**src/rtl/mult_exec_unit.sv**
```systemverilog
// Pipelined 16x16 multiply unit: N_STAGES elastic stages from issue queue to CDB request.
// Optional MULT_SIGNED_EN selects a signed product (low 16 bits unchanged).
module mult_exec_unit #(
  parameter int N_STAGES = 4,
  parameter int OCC_W    = 3
) (
  input  logic              Clk,
  input  logic              Rst,
  input  logic              IssueQue_Ready,
  input  logic [15:0]       IssueQue_Rs_Data,
  input  logic [15:0]       IssueQue_Rt_Data,
  input  logic [4:0]        IssueQue_Rd_Tag,
  input  logic              Issueblk_Issue,
  output logic              Mult_Ready,
  output logic              Mult_Cdb_Req,
  output logic [15:0]       Mult_Cdb_Data,
  output logic [4:0]        Mult_Cdb_Tag,
  input  logic              Cdb_Grant,
  input  logic              RB_Flush_Valid,
  output logic [OCC_W-1:0]  Mult_Occupancy
);

  localparam int K = N_STAGES - 1;

  logic [N_STAGES-1:0] r_v;
  logic [N_STAGES-1:0] w_v_nxt;
  logic [N_STAGES-1:0] w_adv;
  logic [15:0]         r_rs;
  logic [15:0]         r_rt;
  logic [4:0]          r_tag  [N_STAGES];
  logic [15:0]         r_prod [1:N_STAGES-1];
  logic [OCC_W-1:0]    r_occ;
  logic [OCC_W-1:0]    w_occ_nxt;
  logic [31:0]         w_prod32;
  logic                w_ready;
  logic                w_load;
  logic                w_unused_hi;

`ifdef MULT_SIGNED_EN
  assign w_prod32 = $signed({{16{r_rs[15]}}, r_rs}) * $signed({{16{r_rt[15]}}, r_rt});
`else
  assign w_prod32 = {16'b0, r_rs} * {16'b0, r_rt};
`endif
  assign w_unused_hi = ^w_prod32[31:16];

  // adv[i] = grant or a hole somewhere in stages i..K; the extra ~v[i] term is
  // harmless because adv[i] is only ever used qualified by v[i] or ORed with ~v[0].
  always_comb begin
    logic l_full;
    l_full = 1'b1;
    w_adv  = '0;
    for (int i = N_STAGES - 1; i >= 0; i--) begin
      l_full   = l_full & r_v[i];
      w_adv[i] = Cdb_Grant | ~l_full;
    end
  end

  assign w_ready = ~r_v[0] | w_adv[0];
  assign w_load  = Issueblk_Issue & IssueQue_Ready & w_ready;

  always_comb begin
    w_v_nxt   = '0;
    w_occ_nxt = '0;
    for (int i = 0; i < N_STAGES; i++) begin
      if (RB_Flush_Valid) begin
        w_v_nxt[i] = 1'b0;
      end else if (i == 0) begin
        w_v_nxt[i] = w_load | (r_v[0] & ~w_adv[0]);
      end else begin
        w_v_nxt[i] = (r_v[i-1] & w_adv[i-1]) | (r_v[i] & ~w_adv[i]);
      end
      w_occ_nxt = w_occ_nxt + OCC_W'(w_v_nxt[i]);
    end
  end

  always_ff @(posedge Clk or negedge Rst) begin
    if (!Rst) begin
      r_v   <= '0;
      r_occ <= '0;
    end else begin
      r_v   <= w_v_nxt;
      r_occ <= w_occ_nxt;
    end
  end

  // Data path follows the valid moves; a flush only clears valids.
  always_ff @(posedge Clk or negedge Rst) begin
    if (!Rst) begin
      r_rs <= '0;
      r_rt <= '0;
      for (int i = 0; i < N_STAGES; i++) r_tag[i] <= '0;
      for (int i = 1; i < N_STAGES; i++) r_prod[i] <= '0;
    end else begin
      if (w_load) begin
        r_rs     <= IssueQue_Rs_Data;
        r_rt     <= IssueQue_Rt_Data;
        r_tag[0] <= IssueQue_Rd_Tag;
      end
      if (r_v[0] & w_adv[0]) begin
        r_prod[1] <= w_prod32[15:0];
        r_tag[1]  <= r_tag[0];
      end
      for (int i = 2; i < N_STAGES; i++) begin
        if (r_v[i-1] & w_adv[i-1]) begin
          r_prod[i] <= r_prod[i-1];
          r_tag[i]  <= r_tag[i-1];
        end
      end
    end
  end

  assign Mult_Ready     = w_ready;
  assign Mult_Cdb_Req   = r_v[K];
  assign Mult_Cdb_Data  = r_prod[K];
  assign Mult_Cdb_Tag   = r_tag[K];
  assign Mult_Occupancy = r_occ;

endmodule

```
**config.mk**
```make
export PLATFORM = sky130hd
export DESIGN_NAME = mult_exec_unit
export DESIGN_NICKNAME = d
export VERILOG_FILES = /design/src/rtl/mult_exec_unit.sv
export SDC_FILE = /design/constraint.sdc
export NUM_CORES = 1
export LEC_CHECK = 0
export ABC_CLOCK_PERIOD_IN_PS = 7500
export BUFFER_PORTS_ARGS = -buffer_cell sky130_fd_sc_hd__clkbuf_2
export CELL_PAD_IN_SITES_DETAIL_PLACEMENT = 2
export CELL_PAD_IN_SITES_GLOBAL_PLACEMENT = 2
export CORE_MARGIN = 1.5
export CORE_UTILIZATION = 41
export DETAILED_ROUTE_END_ITERATION = 6
export HOLD_SLACK_MARGIN = 0.06
export PLACE_DENSITY_LB_ADDON = 0.1
export SETUP_SLACK_MARGIN = 0.5
export SYNTH_ARGS = -nofsm -noshare
export SYNTH_HDL_FRONTEND = slang
export SYNTH_SLANG_ARGS = --single-unit
```
**constraint.sdc**
```tcl
create_clock -name Clk -period 7.5 [get_ports Clk]
set_clock_uncertainty 0.05 [all_clocks]
set_input_delay 1.5 -clock Clk [delete_from_list [all_inputs] [get_ports Clk]]
set_output_delay 1.5 -clock Clk [all_outputs]
set_load 0.02 [all_outputs]
```
==> impl_metrics.prom <==
# TYPE chip_impl_metric gauge
chip_impl_metric{name="postSynthNetCount",unit=""} 914
chip_impl_info{name="setup.worst_path.start",value="r_rt[4]"} 1
chip_impl_metric{name="clkLatencyLatePin",unit="ps"} 360
chip_impl_metric{name="die-height",unit="µm"} 143
chip_impl_metric{name="yosys_warning_total",unit=""} 0
chip_impl_metric{name="floorplan.initialDensity",unit="%"} 41.5
chip_impl_metric{name="cts-htree-levels",unit=""} 3
chip_impl_info{name="criticalPathCategory",value="reg2reg"} 1
chip_impl_info{name="crit_path_end_kind",value="flop"} 1
chip_impl_metric{name="wirelength",unit="µm"} 19800
chip_impl_metric{name="place.gp.congestion",unit=""} 0.829
chip_impl_info{name="critical_path.reg2reg.startpoint",value="r_rt[4]"} 1
chip_impl_info{name="yosys_most_used_dff",value="sky130_fd_sc_hd__dfrtp_1"} 1
chip_impl_metric{name="area_enclosed_by_the_die_boundary",unit="mm²"} 0.0205
chip_impl_metric{name="sequential_element_share_of_the_synthesized_area",unit="%"} 33.2
chip_impl_metric{name="fmax",unit="GHz"} 0.172
chip_impl_info{name="worst_setup_path_start_kind",value="flop"} 1
chip_impl_metric{name="ctsResizeCount",unit=""} 0
chip_impl_metric{name="synthesis_to_finish_area_growth",unit="%"} 9.19
chip_impl_metric{name="grt.overflow.total",unit=""} 0
chip_impl_metric{name="synth-seq-cells",unit=""} 107
chip_impl_metric{name="synth.lib_cells_used.distinct",unit=""} 33
chip_impl_metric{name="timing.critical_path.arrival",unit="ps"} 5980
chip_impl_metric{name="first_pass_grt_wire_length",unit="µm"} 32700
chip_impl_metric{name="async_flop_share",unit="%"} 100
chip_impl_metric{name="worstMarginPinSlew",unit="ps"} 1110
chip_impl_metric{name="firstDrtPassIters",unit=""} 4
chip_impl_metric{name="drc",unit=""} 0
chip_impl_metric{name="die_x",unit="µm"} 143
chip_impl_info{name="hold_path.class",value="reg2reg"} 1
chip_impl_metric{name="min_period",unit="ps"} 5810
chip_impl_metric{name="cts_max_path_buffers",unit=""} 2
chip_impl_metric{name="timing_hold_violations_final",unit=""} 0
chip_impl_metric{name="diode_count",unit=""} 0
chip_impl_metric{name="synth_enable_flop_cells",unit=""} 0
chip_impl_metric{name="overall_global_routing_usage",unit="%"} 21.4
chip_impl_metric{name="critical_path_peak_fanout",unit=""} 13
chip_impl_info{name="hold_start",value="r_prod[37]"} 1
chip_impl_info{name="outcome",value="complete, no violations"} 1
chip_impl_metric{name="slew_headroom",unit="%"} 26.1
chip_impl_metric{name="core_area",unit="mm²"} 0.0194
chip_impl_metric{name="final_number_of_max_transition_violations",unit=""} 0
chip_impl_metric{name="port_buffers",unit=""} 68
chip_impl_metric{name="max_cap_violations",unit=""} 0
chip_impl_metric{name="detailedPlacementHpwl",unit="µm"} 15300
chip_impl_metric{name="syn_area",unit="mm²"} 0.00806
chip_impl_metric{name="synth_area_per_cell",unit="µm²"} 10.9
chip_impl_metric{name="final_nets",unit=""} 946
chip_impl_metric{name="post_cts_buffers",unit=""} 0
chip_impl_metric{name="ff2ff_path_depth",unit=""} 18
chip_impl_metric{name="post_cts_hold_buffer_count",unit=""} 0
chip_impl_metric{name="grt_pass1_vias",unit=""} 6085
chip_impl_metric{name="wl_per_cell",unit="µm"} 19.0
chip_impl_metric{name="drt_first_iter_violations",unit=""} 101
chip_impl_metric{name="cts.reportedPaths.clkPinSlew",unit="ps"} 80
chip_impl_metric{name="via_per_inst",unit=""} 4.95
chip_impl_metric{name="cts.sink_count",unit=""} 107
chip_impl_metric{name="vias",unit=""} 5148
chip_impl_info{name="setup.worst_path.end",value="r_prod[46]"} 1
chip_impl_metric{name="worst-endpoint-required",unit="ps"} 7670
chip_impl_metric{name="totalNegativeSetupSlack",unit="ps"} 0
chip_impl_info{name="critical_path.reg2reg.endpoint",value="r_prod[46]"} 1
chip_impl_info{name="clock-root-buffer",value="sky130_fd_sc_hd__clkbuf_16"} 1
chip_impl_metric{name="tritoncts.num_buffers",unit=""} 9
chip_impl_metric{name="pin_count_of_the_biggest_net_entering_global_routing",unit=""} 69
chip_impl_metric{name="antenna_violating_nets_post_route",unit=""} 0
chip_impl_metric{name="r2r_slack",unit="ps"} 1690
chip_impl_info{name="cts_tree",value="done"} 1
chip_impl_metric{name="timing.final.crit_share",unit="%"} 77.5
chip_impl_info{name="rsz_0062_raised_after_global_routing",value="no"} 1
chip_impl_metric{name="finalHoldWorstSlack",unit="ps"} 436
chip_impl_metric{name="synth_cells",unit=""} 739
chip_impl_metric{name="ios",unit=""} 69
chip_impl_metric{name="setup-violations-final",unit=""} 0
chip_impl_metric{name="grt_antenna_before_repair",unit=""} 0
chip_impl_metric{name="post_route_cells_drive_above_1_share",unit="%"} 23.5
chip_impl_metric{name="num_rows",unit=""} 51
chip_impl_metric{name="whs_path_depth",unit=""} 2
## cell usage in the layout (no fill, tap or decap), drive strengths merged, types with 2 or more instances in the layout
cell,instances
a211oi,3
a21o,5
a21oi,10
and2,67
buf,3
clkbuf,76
clkinv,2
dfrtp,107
fa,81
ha,51
inv,118
mux2,88
nand2,87
nand2b,2
nand3,2
nor2,6
nor2b,2
o21ai,17
o31ai,2
or3,2
xnor2,29
xor2,8
## cell usage after synthesis, drive strengths merged, types with 2 or more instances
cell type | instances | share of area (%)
a211oi | 3 | 0.28
a21o | 5 | 0.47
a21oi | 10 | 0.62
and2 | 67 | 5.3
buf | 30 | 2.5
clkbuf | 19 | 0.90
dfrtp | 107 | 33
fa | 81 | 20
ha | 51 | 7.9
inv | 115 | 5.4
mux2 | 88 | 12
nand2 | 87 | 4.1
nand2b | 2 | 0.16
nand3 | 2 | 0.12
nor2 | 6 | 0.28
nor2b | 2 | 0.16
o21ai | 17 | 1.1
o31ai | 2 | 0.19
or3 | 2 | 0.16
xnor2 | 29 | 3.2
xor2 | 8 | 0.87
## final cells by class
| cell class | count | area [µm²] |
|---|---|---|
| flip-flops and latches | 107 | 2680 |
| clock buffers | 9 | 225 |
| multi-input cells | 468 | 4680 |
| clock inverters | 7 | 93.8 |
| inverters | 115 | 432 |
| well taps | 265 | 332 |
| fillers | 2077 | 10600 |
| repair buffers | 70 | 358 |
## layer usage
metal	wire (µm)	track usage, %	vias to the layer above
li1	-	-	2336
met1	8420	26.9	2697
met2	10300	37.9	89
met3	627	3.09	26
met4	436	6.40	0
met5	0	0	-
## sequential cells by signal, indices dropped and copies added, names as in the netlist
signal and cells:
r_prod 32, Mult_Cdb_Data 16, r_rt 16, r_tag 15, Mult_Occupancy 3, r_v 4
r_rs 16, Mult_Cdb_Tag 5
## through the flow
step           util [%]  worst slack [ps]  instance area [µm²]  instances
6_report           45.3              1690                 8800       1041
5_1_grt            45.3              1380                 8800       1041
4_1_cts            45.3              1660                 8800       1041
3_5_place_dp       43.7              1670                 8480       1025
3_3_place_gp       43.7              1730                 8480       1025
2_1_floorplan         -              2220                 8060        739
## worst max-delay path, cell delays in order, from the launching register on
cell,delay [ps]
sky130_fd_sc_hd__dfrtp_1,590
sky130_fd_sc_hd__and2_1,290
sky130_fd_sc_hd__fa_1,530
sky130_fd_sc_hd__inv_1,50
sky130_fd_sc_hd__fa_1,560
sky130_fd_sc_hd__fa_1,440
sky130_fd_sc_hd__fa_1,490
sky130_fd_sc_hd__inv_1,70
sky130_fd_sc_hd__fa_1,530
sky130_fd_sc_hd__inv_1,60
sky130_fd_sc_hd__fa_1,530
sky130_fd_sc_hd__inv_1,40
sky130_fd_sc_hd__ha_1,350
sky130_fd_sc_hd__a21o_1,190
sky130_fd_sc_hd__a21oi_1,290
sky130_fd_sc_hd__o31ai_1,160
sky130_fd_sc_hd__a21oi_1,220
sky130_fd_sc_hd__xor2_1,160
sky130_fd_sc_hd__o21ai_0,80
## worst min path at each step
stage	to	slack, ps
6_report	r_prod[37]	440
2_1_floorplan	r_prod[39]	390
3_5_place_dp	r_prod[38]	420
3_3_place_gp	r_prod[40]	410
5_1_grt	r_prod[39]	470
4_1_cts	r_prod[39]	440
## kinds of logic after synthesis
group           after synthesis  synth area share (%)
mux                          88                  12.3
buf+inv                     164                  8.77
compound gates               39                  2.78
simple gates                171                  10.5
flops                       107                  33.2
xor+xnor                     38                  4.40
fa+ha+maj                   132                  28.0
Power is not shown: default switching activity piles up to over one toggle a cycle in this logic, so the estimate is an artifact.
